$ cat src/rtl/viterbi_pkg.sv
// Shared definitions for the Viterbi decoder datapath.
//   ACS_PM_W / ACS_BM_W : default path-metric and branch-metric widths.
//   PM_MAX              : largest path metric at the default width.
//   acs_result_t        : one ACS output, survivor decision bit plus path metric.
//   pm_max_of()         : largest representable path metric for a given width.
package viterbi_pkg;

    localparam int ACS_PM_W = 8;
    localparam int ACS_BM_W = 3;

    localparam int PM_MAX = (1 << ACS_PM_W) - 1;

    typedef struct packed {
        logic                dec;
        logic [ACS_PM_W-1:0] pm;
    } acs_result_t;

    function automatic int pm_max_of(input int width);
        return (1 << width) - 1;
    endfunction

endpackage

$ cat src/rtl/sat_add.sv
// Saturating adder: a (PM_W bits) plus zero-extended b (BM_W bits).
//   a   : path metric
//   b   : branch metric
//   sum : a + b, clamped to 2^PM_W - 1
//   sat : 1 when the clamp was applied
// Purely combinational.
module sat_add #(
    parameter int PM_W = 8,
    parameter int BM_W = 3
) (
    input  logic [PM_W-1:0] a,
    input  logic [BM_W-1:0] b,
    output logic [PM_W-1:0] sum,
    output logic            sat
);

    logic [PM_W:0] sum_ext;

    // One extra bit holds the carry; a carry out means the sum overflowed.
    assign sum_ext = {1'b0, a} + {{(PM_W + 1 - BM_W){1'b0}}, b};
    assign sat     = sum_ext[PM_W];
    assign sum     = sat ? {PM_W{1'b1}} : sum_ext[PM_W-1:0];

endmodule

$ cat src/rtl/acs_pipe.sv
// Two-stage pipelined add-compare-select unit, one per trellis state.
//   Stage 1: two saturating adds (pm0+bm0, pm1+bm1); captures norm controls.
//   Stage 2: compare/select the smaller sum, optional floored normalisation.
// Ports:
//   clk, rst                 : clock, synchronous active-high reset
//   in_valid/in_ready        : operand handshake (pm0, pm1, bm0, bm1, norm_en, norm_val)
//   out_valid/out_ready      : result handshake (pm_out, dec)
//   sat_flag / sat_clr       : sticky saturation indicator and its clear
//   dec_cnt                  : results delivered, modulo 2^16
//
// Handshake: a transfer happens on a rising edge where valid and ready are
// both 1. in_ready does not depend on in_valid; out_valid does not depend on
// out_ready. While out_valid=1 and out_ready=0, pm_out and dec hold steady.
import viterbi_pkg::*;

module acs_pipe #(
    parameter int PM_W    = ACS_PM_W,
    parameter int BM_W    = ACS_BM_W,
    parameter int NORM_EN = 1
) (
    input  logic            clk,
    input  logic            rst,
    input  logic            in_valid,
    output logic            in_ready,
    input  logic [PM_W-1:0] pm0,
    input  logic [PM_W-1:0] pm1,
    input  logic [BM_W-1:0] bm0,
    input  logic [BM_W-1:0] bm1,
    input  logic            norm_en,
    input  logic [PM_W-1:0] norm_val,
    output logic            out_valid,
    input  logic            out_ready,
    output logic [PM_W-1:0] pm_out,
    output logic            dec,
    output logic            sat_flag,
    input  logic            sat_clr,
    output logic [15:0]     dec_cnt
);

    logic [PM_W-1:0] s0_d, s1_d;
    logic            sat0_d, sat1_d;

    logic            v1;
    logic [PM_W-1:0] s0_q, s1_q;
    logic            sat_q;
    logic            norm_q;
    logic [PM_W-1:0] normv_q;

    logic            advance;
    logic            dec_d;
    logic [PM_W-1:0] min_d, pm_d;

    sat_add #(.PM_W(PM_W), .BM_W(BM_W)) u_add0 (.a(pm0), .b(bm0), .sum(s0_d), .sat(sat0_d));
    sat_add #(.PM_W(PM_W), .BM_W(BM_W)) u_add1 (.a(pm1), .b(bm1), .sum(s1_d), .sat(sat1_d));

    // Stage 2 may load whenever it is empty or its result is leaving.
    // Stage 1 may load whenever it is empty or it is moving into stage 2.
    assign advance  = !out_valid | out_ready;
    assign in_ready = !v1 | advance;

    always_comb begin
        dec_d = (s1_q < s0_q);
        min_d = dec_d ? s1_q : s0_q;
        pm_d  = min_d;
        if (NORM_EN != 0 && norm_q) begin
            pm_d = (min_d > normv_q) ? (min_d - normv_q) : '0;
        end
    end

    always_ff @(posedge clk) begin
        if (rst) begin
            v1      <= 1'b0;
            s0_q    <= '0;
            s1_q    <= '0;
            sat_q   <= 1'b0;
            norm_q  <= 1'b0;
            normv_q <= '0;
        end else if (in_ready) begin
            v1 <= in_valid;
            if (in_valid) begin
                s0_q    <= s0_d;
                s1_q    <= s1_d;
                sat_q   <= sat0_d | sat1_d;
                norm_q  <= norm_en;
                normv_q <= norm_val;
            end
        end
    end

    always_ff @(posedge clk) begin
        if (rst) begin
            out_valid <= 1'b0;
            pm_out    <= '0;
            dec       <= 1'b0;
        end else if (advance) begin
            // A bubble in stage 1 clears out_valid but leaves the data as is.
            out_valid <= v1;
            if (v1) begin
                pm_out <= pm_d;
                dec    <= dec_d;
            end
        end
    end

    // Set has priority over clear so a saturation is never lost.
    always_ff @(posedge clk) begin
        if (rst) begin
            sat_flag <= 1'b0;
        end else if (advance && v1 && sat_q) begin
            sat_flag <= 1'b1;
        end else if (sat_clr) begin
            sat_flag <= 1'b0;
        end
    end

    always_ff @(posedge clk) begin
        if (rst) begin
            dec_cnt <= '0;
        end else if (out_valid && out_ready) begin
            dec_cnt <= dec_cnt + 16'd1;
        end
    end

endmodule

$ cat config.mk
export PLATFORM = sky130hd
export DESIGN_NAME = acs_pipe
export DESIGN_NICKNAME = d
export VERILOG_FILES = /design/src/rtl/viterbi_pkg.sv /design/src/rtl/sat_add.sv /design/src/rtl/acs_pipe.sv
export SDC_FILE = /design/constraint.sdc
export NUM_CORES = 1
export LEC_CHECK = 0
export BUFFER_PORTS_ARGS = -buffer_cell sky130_fd_sc_hd__buf_4
export CORE_MARGIN = 3
export CORE_UTILIZATION = 45
export CTS_BUF_LIST = sky130_fd_sc_hd__clkbuf_4
export DETAILED_ROUTE_END_ITERATION = 10
export GPL_TIMING_DRIVEN = 1
export PLACE_DENSITY_LB_ADDON = 0.12
export SYNTH_ARGS = -nofsm -noshare
export SYNTH_HDL_FRONTEND = slang
export SYNTH_SLANG_ARGS = --single-unit
$ cat constraint.sdc
create_clock -name clk -period 9.36 [get_ports clk]
set_input_delay 0 -clock clk [delete_from_list [all_inputs] [get_ports clk]]
set_output_delay 0 -clock clk [all_outputs]
set_load 0.01 [all_outputs]
==> results of run 1 <==
## what timing repair did
action                                  CTS  global route
endpoints found under the hold margin    22             0
hold buffers                             20             0
endpoints found under the setup margin    0             0
## registers in the layout, indices dropped and copies added, names as in the netlist
register / count
s1_q: 8
out_valid: 1
sat_flag: 1
normv_q: 8
pm_out: 8
dec_cnt: 16
s0_q: 8
v1: 1
sat_q: 1
dec: 1
norm_q: 1
## metal layers
layer | global-route usage | vias up | wire [microns]
li1 | - | 1507 | -
met1 | 0.278 | 1362 | 3630
met5 | 0 | - | 0
met2 | 0.329 | 70 | 3510
met3 | 0.0396 | 7 | 427
met4 | 0.0406 | 0 | 55
## final timing paths
path | endpoint | depth (start not counted) | startpoint
setup / recovery | pm_out[7] | 14 | s0_q[6]
hold / removal | s0_q[0] | 4 | bm0[0]
setup reg to reg | pm_out[7] | 14 | s0_q[6]
hold reg to reg | normv_q[2] | 2 | normv_q[2]
## final cells by class
| cell class | count | area, sq um |
|---|---|---|
| Sequential cell | 54 | 1080 |
| Multi-Input combinational cell | 287 | 1890 |
| Tap cell | 77 | 96.3 |
| Clock inverter | 3 | 47.5 |
| Fill cell | 610 | 2610 |
| Timing Repair Buffer | 83 | 673 |
| Clock buffer | 5 | 37.5 |
| Inverter | 27 | 101 |
## worst max-delay path: cells and delay by family, from the launching register on
kind	cells	cell delay [ps]
compound gates	4	810
mux	1	360
simple gates	6	1210
flops	1	400
fa+ha+maj	2	680
buf+inv	1	60
## synthesized netlist by cell type, drive strengths merged (7+ instances only)
library cell	count	area (sq um)
nand4	7	43.8
a21oi	29	145
ha	22	275
xor2	16	140
a211oi	8	65.1
o21ai	19	98.9
nor2	40	150
a31oi	10	62.6
nor3	9	45.0
clkbuf	7	26.3
nand2	37	139
nand3	11	55.1
inv	27	101
dfxtp	54	1080
or3	8	50.1
## cells by family (layout without fill, tap and decap cells)
kind of cell	Yosys count	in the layout	share of synthesized area
mux	8	8	0.0292
simple gates	138	138	0.210
fa+ha+maj	25	25	0.107
xor+xnor	22	22	0.0615
compound gates	94	94	0.195
buf+inv	40	118	0.0516
flops	54	54	0.345
## power groups by stage
stage | registers [uW] | logic (uW) | clock network [uW]
4_1_cts | 252 | 167 | 141
3_5_place_dp | 257 | 160 | 0
5_1_grt | 254 | 188 | 149
6_report | 252 | 169 | 137
3_3_place_gp | 256 | 157 | 0
2_1_floorplan | 255 | 118 | 0
## through the flow
stage | utilization | setup slack, ps | hold slack (ps) | instances | area (sq um)
floorplan | - | 5960 | 117 | 381 | 3130
global route | 0.601 | 5480 | 22.9 | 536 | 3930
detailed placement | 0.557 | 5870 | 232 | 508 | 3640
finish | 0.601 | 5730 | 20.0 | 536 | 3930
global placement | 0.557 | 5940 | 220 | 508 | 3640
CTS | 0.601 | 5780 | 20.9 | 536 | 3930
==> flow_summary.ini, run 1 <==
[layout]
diodes = 0
nets = 519
final_common_cell = buf_4
mostFrequentLayoutCells = buf_4 (63), dfxtp_1 (54), nor2_1 (40)
drive_above_1_share = 0.183
syn2layout_area_growth_pct = 25.4

[cts]
numCtsBuffers = 5
htree_levels = 2
clkTransAtPathRegs_ps = 160
cts_resized = 0
cts_root_buffer = clkbuf_4
cts_tree = done
numClockSinks = 54
clk-insertion-delay-late_ps = 380
clockBufferDepth = 2
post_cts_buffers = 0

[synthesis]
synth-edff-count = 0
synthArstFlopShare = 0
ys_warn_count = 0
synthCells = 381
ys_ff_latch = 54
synth_top_flop_cell = dfxtp_1
synth.cell_area_sq_um = 3130
synth_fp_nets = 442
yosysUniqueCellTypes = 50
syn_area_per_cell_sq_um = 8.22
synth_seq_area_share = 0.345

[worst_setup_path]
critical_path_arrival_ps = 3920
rrSetupSlack_ps = 5730
slowest_stage = dfxtp_1
path_class = register to register
critical_path.max_fanout = 14
critPathLaunchType = register
cpPeakStageDelay_ps = 400
worstPathCellList = inv_1 -> ha_1 -> nand4_1 -> and3_1 -> o21ai_2 -> and2_4 -> mux2_2 -> ha_1 -> a211oi_1 -> nor2_1 -> nor3_1 -> nor2_1 -> a41o_1 -> a41o_1
required_ps = 9650
end_kind = register

[sta]
fin_crit_sh = 0.387
hold_viol = 0
fin_skew_ps = 10.0
fin_crit_ps = 3630
tns_ps = 0
worst_pin_slew_ps = 1160
final_max_slew_viol_count = 0
setup_viol = 0
fmax_ghz = 0.276
maxSlewHeadroom = 0.228
grt_setup_unrepaired = no

[floorplanning]
rows = 29
coreArea_sq_um = 6530
die_h_microns = 89.4
fp.dieW_microns = 89.4
design.die.area_sq_um = 7990
ioPinCount = 64
initial_core_util = 0.479

[run_status]
status = finished, final reports clean

[global_routing]
grtUsageTotal = 0.202
grt_pass1_vias = 2799
grt_max_degree = 50
grt_remaining_overflow = 0
grt_antenna_before_repair = 0
grt_pass1_wl_microns = 12900

[power_and_ir_drop]
p_comb_frac = 0.303
p_leak_uw = 0.00169
powerDensity_nw_per_um2 = 142
clkPwrFrac = 0.246
internal_power_uw = 379
p_total_uw = 558
ir_worst_vdd_mv = 0.0626
p_sw_frac = 0.320
p_sw_uw = 179
p_seq_frac = 0.452

[routing]
ant_nets = 0
vias = 2946
drt_iter0_drc = 171
wire_per_inst_microns = 14.2
via_per_inst = 5.50
firstDrtPassIters = 4
drcViolationCount = 0
wirelength_microns = 7630

[placed_design]
port_buffers = 63
dp_hpwl_microns = 5670
gp_congestion = 0.912

[flow_run]
maxCapViolCount = 0

[min_path]
hp-class = input pin to register
Note: power is estimated with default switching activity, not from simulation.
==> inputs of run 2 (changes only) <==
- ABC_AREA: default -> 1
- clock period: 9.36 -> 3.7 ns (I/O delays scaled with it)
==> run 2 against run 1 <==
Net effect:
- clock-buffer cell count unchanged
- fmax increased by 12%
- via count increased by 8.1%
- critical path depth increased by 4
- first-iteration DRC count decreased by 30%
- core utilization increased by 0.16 points
- global-route usage decreased by 1.3 points
- wire length decreased by 0.83%
- worst setup slack got worse by 5300 ps
- largest cell class unchanged
- largest power group unchanged
==> flow_summary.ini, run 2 <==
[run_status]
status = finished, final reports clean

[synthesis]
synth_seq_area_share = 0.334
synth_top_flop_cell = dfxtp_1
synthCells = 466
ys_warn_count = 0
yosysTopAreaCellShare = 0.334
synth-edff-count = 0
synth_common_cells = nand2_1 (79), inv_1 (74), dfxtp_1 (54)
synthMostInstantiatedCell = nand2_1
yosysUniqueCellTypes = 34
ys_ff_latch = 54
syn_area_per_cell_sq_um = 6.95
yosysTopAreaCell = dfxtp_1
synth_fp_nets = 527
synth.cell_area_sq_um = 3240
yosys-top-cells-area = dfxtp_1 (33%), nand2_1 (9.2%), inv_1 (8.6%)
synthArstFlopShare = 0

[power_and_ir_drop]
p_comb_frac = 0.362
clkPwrFrac = 0.217
powerDensity_nw_per_um2 = 364
p_leak_uw = 0.00200
ir_worst_vdd_mv = 0.153
p_sw_uw = 516
p_seq_frac = 0.420
p_sw_frac = 0.342
internal_power_uw = 992

[worst_setup_path]
crit_family = simple AND/OR/NAND/NOR gates
path_class = register to register
cp_num_cells = 18
crit_end = pm_out[2]
critPathLaunchType = register
rrSetupSlack_ps = 460
worst-path-buf-inv = 3
cp-startpoint = s0_q[7]
critical_path.max_fanout = 9
critPathMostFrequentCell = nand2_1
rr_worst_depth = 18
regToRegStartpoint = s0_q[7]
cpPeakStageDelay_ps = 400
slowest_stage = fa_1
worstPathCellList = inv_1 -> ha_1 -> nand2_1 -> inv_1 -> nor2_1 -> o21a_1 -> nand2_1 -> nand2_1 -> nand2_1 -> ha_1 -> fa_1 -> o21ai_1 -> nand2_1 -> nand2_1 -> nand2_1 -> o21ai_0 -> inv_1 -> a21oi_1
required_ps = 4020
end_kind = register
critical_path_arrival_ps = 3560
r2r_end = pm_out[2]

[sta]
final_max_slew_viol_count = 0
fmax_ghz = 0.309
fin_crit_ps = 3240
worst_pin_slew_ps = 1110
holdWs_ps = 32.6
tns_ps = 0
grt_setup_unrepaired = no
fin_crit_sh = 0.875
setup_viol = 0
maxSlewHeadroom = 0.259
hold_viol = 0
fin_skew_ps = 14.3
setup_ws_ps = 461

[layout]
largest_register_ffs = 16
multiInputGateArea_sq_um = 1830
seq_area_sq_um = 1080
nFillCells = 674
drive_above_1_share = 0.152
final_cells = 649
final_common_cell = nand2_1
largest_register = dec_cnt
mostFrequentLayoutCells = nand2_1 (79), inv_1 (74), buf_4 (63)
nets = 614
diodes = 0
syn2layout_area_growth_pct = 27.8

[floorplanning]
fp.dieW_microns = 90.8
coreArea_sq_um = 6870
rows = 30
ioPinCount = 64
design.die.area_sq_um = 8250
die_h_microns = 90.8
initial_core_util = 0.472

[cts]
numCtsBuffers = 5
cts_resized = 0
cts_tree = done
cts_root_buffer = clkbuf_4
clkTransAtPathRegs_ps = 160
clockBufferDepth = 2
numClockSinks = 54
clk-insertion-delay-late_ps = 380
htree_levels = 2

[routing]
wire_per_inst_microns = 11.7
drt_iter0_drc = 120
ant_nets = 0
drcViolationCount = 0
wirelength_microns = 7570
firstDrtPassIters = 4
via_per_inst = 4.91
vias = 3184

[global_routing]
grt_remaining_overflow = 0
grtUsageTotal = 0.189
grt_antenna_before_repair = 0
grt_pass1_vias = 2985
grt_max_degree = 43
grt_pass1_wl_microns = 13200

[min_path]
hp-class = input pin to register

[placed_design]
dp_hpwl_microns = 5660
place_ws_ps = 570
place_inst = 615
port_buffers = 63
gp_congestion = 0.842

[flow_run]
maxCapViolCount = 0
[run 2: worst min-delay path by stage]
| stage | start | to | cells after the start |
|---|---|---|---|
| 2_1_floorplan | rst | s0_q[2] | 3 |
| 3_3_place_gp | sat_clr | sat_flag | 4 |
| 3_5_place_dp | sat_clr | sat_flag | 4 |
| 4_1_cts | pm1[6] | s1_q[6] | 5 |
| 5_1_grt | pm0[6] | s0_q[6] | 4 |
| 6_report | bm0[1] | s0_q[1] | 4 |
[run 2: tightest hold or removal path, cell delays in order]
cell and delay [ps]:
buf_4 110, inv_1 60, fa_1 150, a21oi_1 60
[run 2: final cells by class]
class	instances	area share
timing repair buffer	90	0.180
inverter	77	0.0698
clock inverter	2	0.00937
sequential	54	0.261
clock buffer	5	0.00907
multi-input combinational	325	0.442
tap	96	0.0290
[run 2: what timing repair did]
item	CTS	global route
hold buffers	27	0
hold endpoints to repair	33	0
setup buffers	0	0
[run 2: kinds of logic after synthesis]
family,synth area share
flip-flops,0.334
AO/OA/AOI/OAI,0.175
buffers and inverters,0.102
XOR/XNOR,0.0297
AND/OR/NAND/NOR,0.256
adder cells (fa/ha/maj),0.104
[run 2: per-layer routing]
metal | GRT usage | vias to the layer above | wire length (microns)
li1 | - | 1680 | -
met1 | 0.249 | 1443 | 3530
met2 | 0.327 | 54 | 3650
met3 | 0.0267 | 7 | 311
met4 | 0.0427 | 0 | 70
met5 | 0 | - | 0
[run 2: power groups by stage]
stage                     registers (uW)  logic (uW)  clock network, uW
after floorplan                      646         380                  0
after global placement               646         512                  0
after detailed placement             647         517                  0
after CTS                            635         546                336
after global routing                 639         632                361
final                                634         547                327
[run 2: stage by stage]
stage / area [sq um] / total power [uW] / utilization
after floorplan: 3240 / 1030 / -
after global routing: 4140 / 1630 / 0.603
after CTS: 4140 / 1520 / 0.603
after global placement: 3790 / 1160 / 0.552
final: 4140 / 1510 / 0.603
after detailed placement: 3790 / 1160 / 0.552
==> inputs of run 3 (changes only) <==
- CTS_BUF_LIST: sky130_fd_sc_hd__clkbuf_4 -> default
- PLACE_DENSITY: default -> 0.67
- PLACE_DENSITY_LB_ADDON: 0.12 -> default
==> run 3 against run 2 <==
Net effect:
- via count shrank 1.8%
- final cell count decreased by 1.7%
- clock skew shrank 8.8 ps
==> flow_summary.ini, run 3 (synthesis results as in run 2) <==
[worst_setup_path]
crit_family = adder cells
critPathMostFrequentCell = nand2_1
cpPeakStageDelay_ps = 400
crit_end = pm_out[0]
cp-startpoint = s0_q[7]
end_kind = register
rr_worst_depth = 18
path_class = register to register
critical_path.max_fanout = 9
r2r_end = pm_out[0]
slowest_stage = fa_1
critPathLaunchType = register
cp_num_cells = 18
worstPathCellList = inv_1 -> ha_1 -> nand2_1 -> inv_1 -> nor2_1 -> o21a_1 -> nand2_1 -> nand2_1 -> nand2_1 -> ha_1 -> fa_1 -> o21ai_1 -> nand2_1 -> nand2_1 -> nand2_1 -> o21ai_0 -> inv_1 -> a21oi_1
critical_path_arrival_ps = 3460
regToRegStartpoint = s0_q[7]
required_ps = 3940
worst-path-buf-inv = 3
rrSetupSlack_ps = 490

[layout]
mostFrequentLayoutCells = nand2_1 (79), inv_1 (74), buf_4 (63)
diodes = 0
syn2layout_area_growth_pct = 24.8
drive_above_1_share = 0.157
seq_area_sq_um = 1080
final_common_cell = nand2_1
multiInputGateArea_sq_um = 1830
largest_register_ffs = 16
nFillCells = 705
nets = 602
largest_register = dec_cnt
final_cells = 638

[global_routing]
grt_antenna_before_repair = 0
grt_max_degree = 43
grt_pass1_wl_microns = 13200
grt_pass1_vias = 2954
grt_remaining_overflow = 0
grtUsageTotal = 0.189

[power_and_ir_drop]
internal_power_uw = 995
p_seq_frac = 0.416
powerDensity_nw_per_um2 = 377
clkPwrFrac = 0.232
p_sw_uw = 529
p_sw_frac = 0.347
p_leak_uw = 0.00196
p_comb_frac = 0.352
ir_worst_vdd_mv = 0.150

[floorplanning]
ioPinCount = 64
initial_core_util = 0.472
fp.dieW_microns = 90.8
die_h_microns = 90.8
rows = 30
coreArea_sq_um = 6870
design.die.area_sq_um = 8250

[routing]
wirelength_microns = 7530
drt_iter0_drc = 168
firstDrtPassIters = 4
ant_nets = 0
via_per_inst = 4.90
drcViolationCount = 0
wire_per_inst_microns = 11.8
vias = 3127

[sta]
tns_ps = 0
grt_setup_unrepaired = no
worst_pin_slew_ps = 1130
holdWs_ps = 8.45
fmax_ghz = 0.311
hold_viol = 0
maxSlewHeadroom = 0.244
setup_viol = 0
fin_crit_ps = 3210
fin_crit_sh = 0.869
final_max_slew_viol_count = 0
fin_skew_ps = 5.53

[cts]
post_cts_buffers = 0
numCtsBuffers = 5
postCtsHoldBufs = 15
clkTransAtPathRegs_ps = 100
clockBufferDepth = 2
cts_resized = 0
cts_root_buffer = clkbuf_8
numClockSinks = 54
cts_tree = done
clk-insertion-delay-late_ps = 310
htree_levels = 2

[min_path]
min-delay-start = norm_val[1]
hp-class = input pin to register

[placed_design]
gp_congestion = 0.940
dp_hpwl_microns = 5700
place_inst = 615
port_buffers = 63

[run_status]
status = finished, final reports clean

[flow_run]
maxCapViolCount = 0
run 3: worst min-delay path by stage:
| stage | to | slack (ps) | cells past startpoint |
|---|---|---|---|
| final | normv_q[1] | 8 | 3 |
| after global routing | s1_q[5] | 30 | 3 |
| after CTS | normv_q[1] | 2 | 3 |
| after detailed placement | sat_flag | 270 | 4 |
| after global placement | sat_flag | 260 | 4 |
| after floorplan | s0_q[2] | 160 | 3 |
run 3: layer usage:
| metal | routed length (microns) | up-vias | track usage | share of wire |
|---|---|---|---|---|
| li1 | - | 1655 | - | - |
| met1 | 3730 | 1409 | 0.250 | 0.49 |
| met2 | 3490 | 54 | 0.326 | 0.46 |
| met3 | 223 | 9 | 0.0225 | 0.030 |
| met4 | 93 | 0 | 0.0515 | 0.012 |
| met5 | 0 | - | 0 | 0 |
run 3: power groups by stage:
stage          Clock (uW)  Combinational (uW)  Sequential (uW)
2_1_floorplan           0                 380              646
3_3_place_gp            0                 510              646
3_5_place_dp            0                 517              647
4_1_cts               361                 533              634
5_1_grt               385                 623              638
6_report              354                 537              634
run 3: per-stage QoR:
step,total power (uW),cell area (sq um),utilization,setup slack (ps)
floorplan,1030,3240,-,906
global placement,1160,3790,0.552,640
finish,1520,4040,0.588,486
CTS,1530,4040,0.588,517
detailed placement,1160,3790,0.552,540
global route,1650,4040,0.588,59.4
run 3: layout make-up:
cell class | instances | share of cell area
multi-input combinational | 325 | 0.453
clock buffer | 6 | 0.0204
tap | 96 | 0.0297
inverter | 77 | 0.0715
clock inverter | 2 | 0.00402
sequential | 54 | 0.267
timing repair buffer | 78 | 0.154
run 3: worst reg2reg max path, cell delays in order (launching register included):
cell and delay (ps):
dfxtp_1 340, inv_1 60, ha_1 300, nand2_1 60, inv_1 30, nor2_1 80
o21a_1 290, nand2_1 240, nand2_1 130, nand2_1 60, ha_1 200, fa_1 400
o21ai_1 260, nand2_1 110, nand2_1 80, nand2_1 130, o21ai_0 200, inv_1 60
a21oi_1 120
